--- src/rtl/wait_gen_pkg.sv ---
// rtl/wait_gen_pkg.sv - shared types and LFSR constants for the wait-state generator
// Holds the LFSR used by the optional WAIT_RAND_EN random wait extension.
package wait_gen_pkg;

    typedef enum logic [1:0] {
        IDLE  = 2'd0,
        COUNT = 2'd1,
        RDY   = 2'd2
    } wg_state_t;

    localparam int              LFSR_W    = 16;
    localparam logic [LFSR_W-1:0] LFSR_SEED = 16'hACE1;
    localparam logic [LFSR_W-1:0] LFSR_TAPS = 16'hB400;
    localparam logic [LFSR_W-1:0] RAND_MASK = 16'h000F;

    // Fibonacci step: feedback is the parity of the tapped bits, shifted in at bit 0.
    function automatic logic [LFSR_W-1:0] lfsr_next(input logic [LFSR_W-1:0] s);
        return {s[LFSR_W-2:0], ^(s & LFSR_TAPS)};
    endfunction

endpackage

--- src/rtl/wait_gen_chan.sv ---
// rtl/wait_gen_chan.sv - one strobe/ready channel: cfg register, wait counter and FSM
// WAIT_RAND_EN adds a saturating LFSR-based extension of the wait count.
module wait_gen_chan
    import wait_gen_pkg::*;
#(
    parameter int CNT_W         = 12,
    parameter int DEFAULT_WAITS = 5
) (
    input  logic              clk_i,
    input  logic              resetn_i,
    input  logic              strobe_i,
    input  logic              cfg_wr_i,
    input  logic [CNT_W-1:0]  cfg_i,
`ifdef WAIT_RAND_EN
    input  logic              rand_mode_i,
    input  logic [LFSR_W-1:0] lfsr_i,
`endif
    output logic              ready_o,
    output logic              busy_o,
    output logic              abort_o
);

    wg_state_t        state_q, state_d;
    logic [CNT_W-1:0] cnt_q, cnt_d;
    logic [CNT_W-1:0] cfg_q;
    logic             abort_q, abort_d;
    logic [CNT_W-1:0] w;

`ifdef WAIT_RAND_EN
    logic [CNT_W:0]   rand_sum;
    always_comb begin
        rand_sum = {1'b0, cfg_q} + (CNT_W+1)'(lfsr_i & RAND_MASK);
        w        = cfg_q;
        if (rand_mode_i) begin
            w = rand_sum[CNT_W] ? {CNT_W{1'b1}} : rand_sum[CNT_W-1:0];
        end
    end
`else
    assign w = cfg_q;
`endif

    always_comb begin
        state_d = state_q;
        cnt_d   = cnt_q;
        abort_d = 1'b0;
        case (state_q)
            IDLE: begin
                if (strobe_i && (w != '0)) begin
                    cnt_d   = w;
                    state_d = COUNT;
                end
            end
            COUNT: begin
                if (!strobe_i) begin
                    state_d = IDLE;
                    abort_d = 1'b1;
                end else if (cnt_q <= CNT_W'(1)) begin
                    cnt_d   = '0;
                    state_d = RDY;
                end else begin
                    cnt_d = cnt_q - CNT_W'(1);
                end
            end
            RDY: begin
                // A zero wait cannot be counted; IDLE serves it combinationally instead.
                if (strobe_i && (w != '0)) begin
                    cnt_d   = w;
                    state_d = COUNT;
                end else begin
                    state_d = IDLE;
                end
            end
            default: state_d = IDLE;
        endcase
    end

    always_ff @(posedge clk_i) begin
        if (!resetn_i) begin
            state_q <= IDLE;
            cnt_q   <= '0;
            cfg_q   <= CNT_W'(DEFAULT_WAITS);
            abort_q <= 1'b0;
        end else begin
            state_q <= state_d;
            cnt_q   <= cnt_d;
            abort_q <= abort_d;
            if (cfg_wr_i) begin
                cfg_q <= cfg_i;
            end
        end
    end

    assign ready_o = ((state_q == IDLE) && (w == '0)) ? strobe_i : (state_q == RDY);
    assign busy_o  = (state_q == COUNT);
    assign abort_o = abort_q;

endmodule

--- src/rtl/wait_state_gen.sv ---
// rtl/wait_state_gen.sv - multi-channel programmable READY / wait-state generator
// WAIT_RAND_EN enables the shared LFSR and per-channel RAND_MODE wait extension.
module wait_state_gen
    import wait_gen_pkg::*;
#(
    parameter int CHANNELS      = 4,
    parameter int CNT_W         = 12,
    parameter int DEFAULT_WAITS = 5
) (
    input  logic                      CLK,
    input  logic                      RESETn,
    input  logic [CHANNELS-1:0]       STROBE,
    input  logic [CHANNELS-1:0]       CFG_WR,
    input  logic [CHANNELS*CNT_W-1:0] WAIT_CFG,
    input  logic [CHANNELS-1:0]       RAND_MODE,
    output logic [CHANNELS-1:0]       READY,
    output logic [CHANNELS-1:0]       BUSY,
    output logic [CHANNELS-1:0]       ABORT
);

`ifdef WAIT_RAND_EN
    logic [LFSR_W-1:0] lfsr_q;

    always_ff @(posedge CLK) begin
        if (!RESETn) begin
            lfsr_q <= LFSR_SEED;
        end else begin
            lfsr_q <= lfsr_next(lfsr_q);
        end
    end
`else
    logic unused_rand_mode;
    assign unused_rand_mode = ^RAND_MODE;
`endif

    for (genvar i = 0; i < CHANNELS; i++) begin : g_chan
        wait_gen_chan #(
            .CNT_W         (CNT_W),
            .DEFAULT_WAITS (DEFAULT_WAITS)
        ) u_chan (
            .clk_i       (CLK),
            .resetn_i    (RESETn),
            .strobe_i    (STROBE[i]),
            .cfg_wr_i    (CFG_WR[i]),
            .cfg_i       (WAIT_CFG[i*CNT_W +: CNT_W]),
`ifdef WAIT_RAND_EN
            .rand_mode_i (RAND_MODE[i]),
            .lfsr_i      (lfsr_q),
`endif
            .ready_o     (READY[i]),
            .busy_o      (BUSY[i]),
            .abort_o     (ABORT[i])
        );
    end

endmodule
--- config.mk ---
export PLATFORM = sky130hd
export DESIGN_NAME = wait_state_gen
export DESIGN_NICKNAME = d
export VERILOG_FILES = /design/src/rtl/wait_gen_pkg.sv /design/src/rtl/wait_gen_chan.sv /design/src/rtl/wait_state_gen.sv
export SDC_FILE = /design/constraint.sdc
export NUM_CORES = 1
export LEC_CHECK = 0
export BUFFER_PORTS_ARGS = -buffer_cell sky130_fd_sc_hd__buf_4
export CAP_MARGIN = 20
export CORE_ASPECT_RATIO = 2
export CORE_MARGIN = 3
export CORE_UTILIZATION = 45
export CTS_BUF_LIST = sky130_fd_sc_hd__clkbuf_8
export CTS_CLUSTER_SIZE = 28
export DETAILED_ROUTE_END_ITERATION = 16
export PLACE_DENSITY_LB_ADDON = 0.25
export SETUP_SLACK_MARGIN = 0.2
export SLEW_MARGIN = 0
export SYNTH_ARGS = -nofsm -noshare
export SYNTH_HDL_FRONTEND = slang
export SYNTH_SLANG_ARGS = --single-unit
--- constraint.sdc ---
create_clock -name CLK -period 3.9 [get_ports CLK]
set_clock_uncertainty 0.05 [all_clocks]
set_input_delay 0.39 -clock CLK [delete_from_list [all_inputs] [get_ports CLK]]
set_output_delay 0.39 -clock CLK [all_outputs]
set_load 0.05 [all_outputs]
==> results.md, run 1 <==
- Post-Syn Area: ~5500 µm²
- Total core area: 11800 µm²
- P_leak: about 0.0025 µW
- Seq/Total Area, Yosys: 39.5%
- Gr usage total: a little over a fifth
- I/O pin cnt: 74
- Post-route DRC violation count: 0
- Post-synth top flop: dfxtp_1
- Area contributors post-synth: dfxtp_1, mux2i_1, nand2_1
- Fin crit share: 66.0%
- Most common cell after layout, fill and taps aside: dfxtp_1
- Initial antenna violation count: 0
- Syn nets: 719
- Slew Limit Fails: 0
- CP required: 3460 ps
- Reg clk slew, reported paths: 120 ps
- Row cnt: 56
- Crit path max-delay cell type: dfxtp_1
- Sum Neg Setup Slack: 0 ps
- Num CTS Buffers: 9
- Proportion of layout cells with a drive suffix above 1: between 10% and 20%
- Status: complete, no violations
- Antenna cell count: 0
- Routed vias/inst: between 6 and 7
- CP max FO: 19
- P&R area growth vs syn: 12.5%
- Post-Synth XOR/XNOR Area: less than 1%
- Compound-Gate Fraction of Synth Area: about 17%
- Initial core utilization: 46.3%
- ANT nets after route: 0
- First-pass GRT wire length: between 20000 and 25000 µm
- Max IR drop VDD: around 0.23 mV
- Final setup fails: 0
- Number of port buffers: 69
- Hold WS: between 100 and 150 ps
- Met2 usage: about two fifths
- Crit. End Element: primary output
- Root Driver: clkbuf_8
- Leading cell types in the layout, fill and taps excluded: dfxtp_1, nand2_1, buf_4, a21oi_1, mux2i_1
- RSZ-0062 raised after global routing: no
- PwrDens: about 400 nW/µm²
- Area of the die: around 14000 µm²
- Cells after Synth: about 650
- Clock sinks: between 100 and 150
- Warnings, synthesis: 0
- Grt total ovfl: 0
- Postcts setup bufs: 0
- Synth top area share: 39.5%
- Min Clock Period, post-route: ~2600 ps
- Synth Area in Simple Gates: 26.0%
- Maximum clock frequency: 389 MHz
- Mapped Avg Cell Area: between 8 and 9 µm²
- Clk buf depth: 2
- # H-tree levels: 3
- Iter 0 DRT Violations: about 350
- Die H: 162 µm
- Main combinational cell family by area after synthesis: simple AND/OR/NAND/NOR gates
- Arrival time worst endpoint: around 2100 ps
- Distinct cell type count after synthesis: 62
- Final nets: between 700 and 800
- EDFF count, synth: 0
- Vias: ~5100
- Final wirelength: between 10000 and 15000 µm
- Cts repair resizes: 0
- Crit path cell chain: clkinv_1 -> nor2_1 -> buf_4
- Mux cell area share after synthesis: a little under a tenth
- Seq cells post-synth: 108
- Worst Hold Class: input pin to flop
- Worst-margin pin slew: 890 ps
- Met3 GRT Util: under 10%
- Max_cap viols: 0
- Startpoint types: flop
- Post-synth top area cell: dfxtp_1
- Clock Latency Late Sink: 390 ps
- Layer with the highest usage: met2
- Dpl hpwl: 10600 µm
- RD Place Congestion: 0.867
- TritonCTS clock tree: yes
- Post-synth ARST share: 0%
- Overall die width: roughly 84 µm
- Worst path max stage delay: 580 ps
- Pin count of the biggest net entering global routing: 53
- Slew margin rel.: around two fifths
- Global routing usage on met1: 22.4%
- Vias in the first global route: 5009
- Crit Path Class: flop to primary output
- Pre-Repair DR Iteration Count: 5
- Hold bufs inserted after CTS: 0
- WL per Instance: 17.2 µm
- Post-Synth Adder-Cell Area: under 10%
- Hold Fails Final Rpt: 0
[path summary, 6_finish.rpt]
path,depth (start not counted),to,slack (ps),start
worst min register to register,2,g_chan[1].u_chan.cnt_q[6]$_SDFFE_PN0P_,440,g_chan[1].u_chan.cnt_q[6]$_SDFFE_PN0P_
worst max register to register,5,g_chan[3].u_chan.cnt_q[11]$_SDFFE_PN0P_,1470,g_chan[3].u_chan.state_q[0]$_SDFFE_PN0P_
worst min-delay path,2,g_chan[3].u_chan.abort_o$_SDFF_PN0_,140,STROBE[3]
worst max-delay path,3,BUSY[3],1330,g_chan[3].u_chan.state_q[0]$_SDFFE_PN0P_
[critical path, delay by kind of cell (launching register included)]
kind,cells,cell delay [ps]
buffers and inverters,2,800
DFF,1,580
and+or+nand+nor,1,360
[cells by family after synthesis]
family	Yosys count
and+or+nand+nor	267
AOI/OAI and AO/OA	146
muxes	51
DFF	108
buffers and inverters	66
xor gates and xnor gates	3
adders and majority gates	8
[registers in the layout (all words and copies together), names as in the netlist]
| signal | flops |
|---|---|
| g_chan.u_chan.cnt_q | 48 |
| g_chan.u_chan.state_q | 8 |
| g_chan.u_chan.abort_o | 4 |
| g_chan.u_chan.cfg_q | 48 |
[power by group]
group | total, µW | switching [µW] | internal [µW]
logic | 573 | 330 | 242
registers | 1260 | 83.1 | 1170
clock network | 676 | 413 | 263
total | 2500 | 827 | 1680
[area by class of cell]
type	instances	area, µm²
Multi-Input combinational cell	475	3010
Fill cell	1117	5680
Clock buffer	10	138
Timing Repair Buffer	71	533
Tap cell	145	181
Inverter	22	82.6
Clock inverter	6	53.8
Sequential cell	108	2160
[per-layer routing]
layer | vias up | share of wire, %
met5 | - | 0
met4 | 0 | 3.6
li1 | 2444 | -
met2 | 193 | 55
met3 | 35 | 4.3
met1 | 2382 | 37
[synth_stat cells (5+ instances only)]
cell and instances:
nand2_1 71, o21ai_0 12, o211ai_1 5, nor3b_1 6, a221oi_1 9, ha_1 8, o22ai_1 28, nor4_1 21
and3_1 7, nand4_1 6, or3_1 11, buf_1 5, nor2b_1 30, a22oi_1 6, inv_1 18, a31oi_1 5
buf_4 13, clkbuf_1 22, nand2b_1 5, dfxtp_1 108, mux2i_1 51, nor3_1 13, a21oi_1 52, nor2_1 50
nand3_1 20
[through the flow]
step	util, %	area [µm²]	total power [µW]	worst slack [ps]	cells
final	52.1	6160	2500	1330	837
after CTS	52.1	6160	2520	1350	837
after global placement	50.4	5970	1830	1590	821
after floorplan	-	5480	1680	1930	649
after global routing	52.1	6160	2640	1210	837
after detailed placement	50.4	5970	1840	1540	821
(Power assumes the default switching activity.)
==> run 2, diff against run 1 <==
==> constraint.sdc (replaced) <==
create_clock -name CLK -period 2.55 [get_ports CLK]
set_clock_uncertainty 0.05 [all_clocks]
set_input_delay 0.255 -clock CLK [delete_from_list [all_inputs] [get_ports CLK]]
set_output_delay 0.255 -clock CLK [all_outputs]
set_load 0.05 [all_outputs]
==> run 2 against run 1 <==
Compared with the run above: first-iteration DRC count fell by 31%; count of clock-buffer cells in the layout fell by 1; clock power is 76% higher; register-to-register slack lost 1100 ps; worst setup slack got worse by 940 ps; core utilization increased by 1.4 points; sequential power grew 52%; total power is 60% higher; sequential cell count is the same; non-clock buffer count up 15; sequential share of layout area fell by 0.89 points; via count is 0.89% higher; critical path type unchanged; largest power group unchanged.
==> results.md, run 2 (same netlist as run 1, synthesis figures left out) <==
- P&R area growth vs syn: 15.5%
- Most common cell after layout, fill and taps aside: dfxtp_1
- Routed vias/inst: 5.98 (-0.89%)
- Switch share: 31.4% (-1.6 points)
- Power, Total: 4020 µW (+60%)
- Num CTS Buffers: 9 (unchanged)
- Crit path max-delay cell type: nor4_1
- Overall die width: 84.0 µm (unchanged)
- Top flop regs: g_chan.u_chan.cfg_q (48), g_chan.u_chan.cnt_q (48), g_chan.u_chan.state_q (8)
- Final nets: 772 (+2.0%)
- Pin count of the biggest net entering global routing: 57 (+7.5%)
- Slew margin rel.: 59.2% (+19 points)
- I/O pin cnt: 74 (unchanged)
- Status: complete, no violations
- First-pass GRT wire length: 24100 µm (+1.5%)
- Arrival time worst endpoint: 1860 ps (-270 ps)
- Clock Power Share: 29.7% (+2.7 points)
- Worst Hold Class: input pin to flop
- RSZ-0062 raised after global routing: no
- Max_cap viols: 0 (unchanged)
- Initial antenna violation count: 0 (unchanged)
- Row cnt: 56 (unchanged)
- Min Clock Period, post-route: 2170 ps
- Total core area: 11800 µm² (unchanged)
- Proportion of layout cells with a drive suffix above 1: 16.7% (+1.4 points)
- Reg clk slew, reported paths: 110 ps (about the same)
- Clk buf depth: 2 (unchanged)
- Root Driver: clkbuf_8
- Slew Limit Fails: 0 (unchanged)
- RD Place Congestion: 0.899 (+3.7%)
- ANT nets after route: 0 (unchanged)
- Finished Core Util: 53.4% (+1.4 points)
- Area of the die: 13600 µm² (unchanged)
- Worst path max stage delay: 570 ps (about the same)
- Initial core utilization: 46.3% (unchanged)
- P_leak: 0.00259 µW (+3.6%)
- Fin crit share: between 80% and 90%
- PwrDens: 635 nW/µm² (+56%)
- Sum Neg Setup Slack: 0 ps (unchanged)
- Pre-Repair DR Iteration Count: 5 (unchanged)
- TritonCTS clock tree: yes
- Iter 0 DRT Violations: 241 (-31%)
- Crit Path Class: flop to primary output
- Startpoint types: flop
- Postcts setup bufs: 0 (unchanged)
- Placed Instance Area: 6060 µm² (+1.4%)
- Grt total ovfl: 0 (unchanged)
- Maximum clock frequency: 462 MHz
- Comb pwr share: 22.9% (about the same)
- Clock Latency Late Sink: 380 ps (about the same)
- Final setup fails: 0 (unchanged)
- Gr usage total: 21.7% (+0.51 points)
- Sequential share of power: 47.4% (-2.7 points)
- Int Pwr: 2760 µW (+64%)
- Final instance area: 6320 µm² (+2.6%)
- Crit path cell chain: nor4_1 -> a41oi_1 -> nor2_1 -> buf_4
- Hold Fails Final Rpt: 0 (unchanged)
- Crit. End Element: primary output
- CP required: 2250 ps (-1210 ps)
- Dpl hpwl: 11100 µm (+5.0%)
- Max IR drop VDD: 0.337 mV (+45%)
- Final wirelength: 14800 µm (+2.9%)
- Leading cell types in the layout, fill and taps excluded: dfxtp_1, buf_4, nand2_1, a21oi_1, mux2i_1
- Post-route DRC violation count: 0 (unchanged)
- Antenna cell count: 0 (unchanged)
- Number of port buffers: 69 (unchanged)
- Die H: 162 µm (unchanged)
- WL per Instance: 17.3 µm (+1.1%)
- Filler Cells Inserted: 1128 (+0.98%)
- Clock sinks: 108 (unchanged)
- CP max FO: 3 (-16)
- Vias: 5099 (+0.89%)
- Vias in the first global route: 5126 (+2.3%)
- Psw: 1260 µW (+53%)
- Worst-margin pin slew: 607 ps (-283 ps)
- # H-tree levels: 3 (unchanged)
## run 2: worst paths after layout
kind	from	endpoint	slack, ps	cells past startpoint
worst max register to register	g_chan[0].u_chan.cnt_q[0]$_SDFFE_PN0P_	g_chan[0].u_chan.cnt_q[10]$_SDFFE_PN0P_	390	6
worst max-delay path	g_chan[1].u_chan.cfg_q[11]$_SDFFE_PN0P_	READY[1]	380	4
worst min register to register	g_chan[2].u_chan.cnt_q[8]$_SDFFE_PN0P_	g_chan[2].u_chan.cnt_q[8]$_SDFFE_PN0P_	450	2
worst min-delay path	WAIT_CFG[38]	g_chan[3].u_chan.cfg_q[2]$_SDFFE_PN1P_	40	3
## run 2: power by group through the flow
stage,Clock (µW),Combinational [µW],Sequential [µW]
after global routing,1280,1020,1920
final,1190,920,1910
after detailed placement,0,906,1940
after global placement,0,882,1940
after floorplan,0,673,1900
after CTS,1230,914,1900
## run 2: critical path, delay by kind of cell, from the launching register on
family	cells	cell delay (ps)
AND/OR/NAND/NOR	2	720
flip-flops	1	350
buffers and inverters	1	210
AO/OA/AOI/OAI	1	200
## run 2: area by class of cell
cell class	count	area, µm²	share of cell area, %
well taps	145	181	2.87
flip-flops and latches	108	2160	34.2
clock buffers	9	124	1.96
multi-input cells	475	3020	47.7
inverters	22	82.6	1.31
repair buffers	86	656	10.4
clock inverters	7	103	1.62
## run 2: stage by stage
step | instances | hold slack, ps | setup slack (ps)
2_1_floorplan | 649 | 277 | 576
3_3_place_gp | 832 | 397 | 486
3_5_place_dp | 832 | 401 | 412
4_1_cts | 852 | 16.0 | 379
5_1_grt | 852 | 27.1 | 216
6_report | 852 | 36.2 | 384
## run 2: timing repair
action,CTS,global route
endpoints found under the hold margin,4,0
gates resized for setup,0,1
setup endpoints to repair,0,1
hold buffers,4,0
## run 2: per-layer routing
layer	wire, µm	vias up	track usage [%]	share of wire, %
met1	5500	2427	22.0	37
met2	8080	147	41.2	55
met5	0	-	0	0
met4	733	0	14.3	5.0
met3	466	49	2.18	3.2
li1	-	2476	-	-
==> run 3, diff against run 2 <==
==> constraint.sdc (replaced) <==
create_clock -name CLK -period 1.9 [get_ports CLK]
set_clock_uncertainty 0.05 [all_clocks]
set_input_delay 0.19 -clock CLK [delete_from_list [all_inputs] [get_ports CLK]]
set_output_delay 0.19 -clock CLK [all_outputs]
set_load 0.05 [all_outputs]
==> run 3 against run 2 <==
Compared with the run above: die area is the same; sequential cell count is the same; core utilization grew 17 points; critical path depth grew 4; sequential power grew 36%; combinational power grew 130%; final area grew 32%; via count grew 13%; routed wire length grew 23%; final cell count grew 14%; worst setup slack lost 380 ps; total power grew 54%; highest routed layer unchanged.
==> results.md, run 3 (same netlist as run 1, synthesis figures left out) <==
- Status: complete, no violations
- Pre-Repair DR Iteration Count: 5 (unchanged)
- Final instance area: 8350 µm² (+32%)
- Worst Hold Depth: 3 (unchanged)
- Clock sinks: 108 (unchanged)
- Vias in the first global route: 5844 (+14%)
- Comb pwr share: 34.4% (+12 points)
- Reg2reg setup slack: 0.6 ps (-390 ps)
- Most common cell after layout, fill and taps aside: buf_4
- Gr usage total: 25.1% (+3.4 points)
- CP max FO: 6 (+3)
- Total core area: 11800 µm² (unchanged)
- Initial core utilization: 46.3% (unchanged)
- Min Clock Period, post-route: 1900 ps
- WL per Instance: 18.7 µm (+8.0%)
- Clock Power Share: 23.6% (-6.1 points)
- Routed vias/inst: 5.94 (-0.71%)
- Filler Cells Inserted: 837 (-26%)
- Clock Latency Late Sink: 390 ps (about the same)
- Maximum clock frequency: roughly 530 MHz
- Slew Limit Fails: 0 (unchanged)
- Overall die width: 84.0 µm (unchanged)
- Crit Path Class: flop to flop
- Hold Path End: g_chan[0].u_chan.cfg_q[7]$_SDFFE_PN0P_
- Dpl hpwl: 11800 µm (+6.2%)
- RSZ-0062 raised after global routing: yes
- PwrDens: 740 nW/µm² (+16%)
- Hold Fails Final Rpt: 0 (unchanged)
- Sequential share of power: 42.0% (-5.4 points)
- Clk buf depth: 2 (unchanged)
- Final Instance Count excl. Fillers: 970 (+14%)
- Reg2reg start: g_chan[2].u_chan.cnt_q[1]$_SDFFE_PN0P_
- Crit. End Element: flop
- Root Driver: clkbuf_8
- Psw: 2070 µW (+64%)
- Grt total ovfl: 0 (unchanged)
- Pin count of the biggest net entering global routing: 39 (-32%)
- Number of port buffers: 69 (unchanged)
- I/O pin cnt: 74 (unchanged)
- Final wirelength: 18200 µm (+23%)
- Switch share: 33.5% (+2.1 points)
- RD Place Congestion: 0.882 (-1.9%)
- ANT nets after route: 0 (unchanged)
- Vias: 5764 (+13%)
- Hold Startpoint: WAIT_CFG[7]
- Leading cell types in the layout, fill and taps excluded: buf_4, dfxtp_1, nand2_1, mux2i_1
- # H-tree levels: 3 (unchanged)
- Final nets: 890 (+15%)
- P&R area growth vs syn: 52.4%
- Slew margin rel.: 59.6% (+0.41 points)
- Int Pwr: 4110 µW (+49%)
- Reg clk slew, reported paths: 110 ps (about the same)
- Worst-margin pin slew: 602 ps (-4.24 ps)
- CP required: 2160 ps (-90 ps)
- Area of the die: 13600 µm² (unchanged)
- Antenna cell count: 0 (unchanged)
- Placed Instance Area: 6540 µm² (+8.0%)
- Row cnt: 56 (unchanged)
- P_leak: 0.00338 µW (+30%)
- Num CTS Buffers: 9 (unchanged)
- Proportion of layout cells with a drive suffix above 1: 44.8% (+28 points)
- Startpoint types: flop
- Iter 0 DRT Violations: 302 (+25%)
- RR Endpoint: g_chan[2].u_chan.cnt_q[8]$_SDFFE_PN0P_
- Cell count of the worst reg-to-reg path: 8 (+2)
- Post-route DRC violation count: 0 (unchanged)
- Worst Hold Class: input pin to flop
- Fin crit share: roughly 100%
- Max IR drop VDD: 0.501 mV (+49%)
- Initial antenna violation count: 0 (unchanged)
- First-pass GRT wire length: 27700 µm (+15%)
- Max_cap viols: 0 (unchanged)
- Arrival time worst endpoint: 2160 ps (+300 ps)
- TritonCTS clock tree: yes
- Top flop regs: g_chan.u_chan.cfg_q (48), g_chan.u_chan.cnt_q (48), g_chan.u_chan.state_q (8)
- Final setup fails: 0 (unchanged)
- Finished Core Util: 70.5% (+17 points)
- Die H: 162 µm (unchanged)
- Hold WS: 4.16 ps (-32.1 ps)
- Post-Place Cells: 883 (+6.1%)
==> run 3: power by group through the flow <==
stage	combinational (µW)	sequential [µW]	clock [µW]
global route	2270	2610	1570
detailed placement	1440	2600	0
finish	2120	2590	1460
CTS	1850	2580	1480
global placement	1420	2590	0
floorplan	938	2560	0
==> run 3: cell type report <==
| cell class | count | area (µm²) | share of cell area (%) |
|---|---|---|---|
| multi-input combinational | 477 | 3920 | 46.9 |
| clock buffer | 9 | 124 | 1.48 |
| timing repair buffer | 202 | 1720 | 20.6 |
| clock inverter | 7 | 75.1 | 0.899 |
| tap | 145 | 181 | 2.17 |
| inverter | 22 | 87.6 | 1.05 |
| sequential | 108 | 2240 | 26.9 |
==> run 3: how the worst max path moves through the flow <==
| stage | from | to | slack (ps) | cells after the start |
|---|---|---|---|---|
| 2_1_floorplan | g_chan[2].u_chan.cnt_q[1]$_SDFFE_PN0P_ | g_chan[2].u_chan.cnt_q[8]$_SDFFE_PN0P_ | -20 | 7 |
| 3_3_place_gp | g_chan[2].u_chan.cnt_q[10]$_SDFFE_PN0P_ | g_chan[2].u_chan.cnt_q[6]$_SDFFE_PN0P_ | -70 | 5 |
| 3_5_place_dp | g_chan[2].u_chan.cnt_q[10]$_SDFFE_PN0P_ | g_chan[2].u_chan.cnt_q[2]$_SDFFE_PN0P_ | -90 | 5 |
| 4_1_cts | g_chan[0].u_chan.cfg_q[3]$_SDFFE_PN0P_ | READY[0] | -4 | 5 |
| 5_1_grt | g_chan[2].u_chan.cnt_q[0]$_SDFFE_PN0P_ | g_chan[2].u_chan.cnt_q[8]$_SDFFE_PN0P_ | -40 | 6 |
| 6_report | g_chan[2].u_chan.cnt_q[1]$_SDFFE_PN0P_ | g_chan[2].u_chan.cnt_q[8]$_SDFFE_PN0P_ | 0.6 | 8 |
==> run 3: repair_timing <==
action,in CTS,in global routing
cloned,1,1
endpoints found under the setup margin,57,59
endpoints found under the hold margin,28,0
buffers inserted,23,18
pin swaps,49,51
hold buffers,28,0
resized for setup,147,89
==> run 3: metrics by stage <==
stage / TNS (ps) / setup WS, ps / total power [µW]
floorplan: -23.6 / -18.4 / 3500
global placement: -169 / -70.2 / 4010
detailed placement: -439 / -90.0 / 4040
CTS: -3.86 / -3.86 / 5910
global route: -111 / -41.0 / 6450
finish: 0 / 0.601 / 6170
==> run 3: worst max-delay path: stages, from the launching register on <==
cell,delay [ps]
dfxtp_2,350
inv_2,50
ha_2,180
o21bai_4,190
nor4_4,70
buf_6,140
or2b_4,290
o32a_4,360
o22ai_2,150
==> run 3: per-layer routing <==
layer  global-route usage [%]  share of wire [%]  up-vias
met2                     48.5                 56      209
met5                        0                  0        -
met4                     16.3                5.9        0
met1                     24.3                 34     2770
li1                         -                  -     2713
met3                     3.10                3.7       72
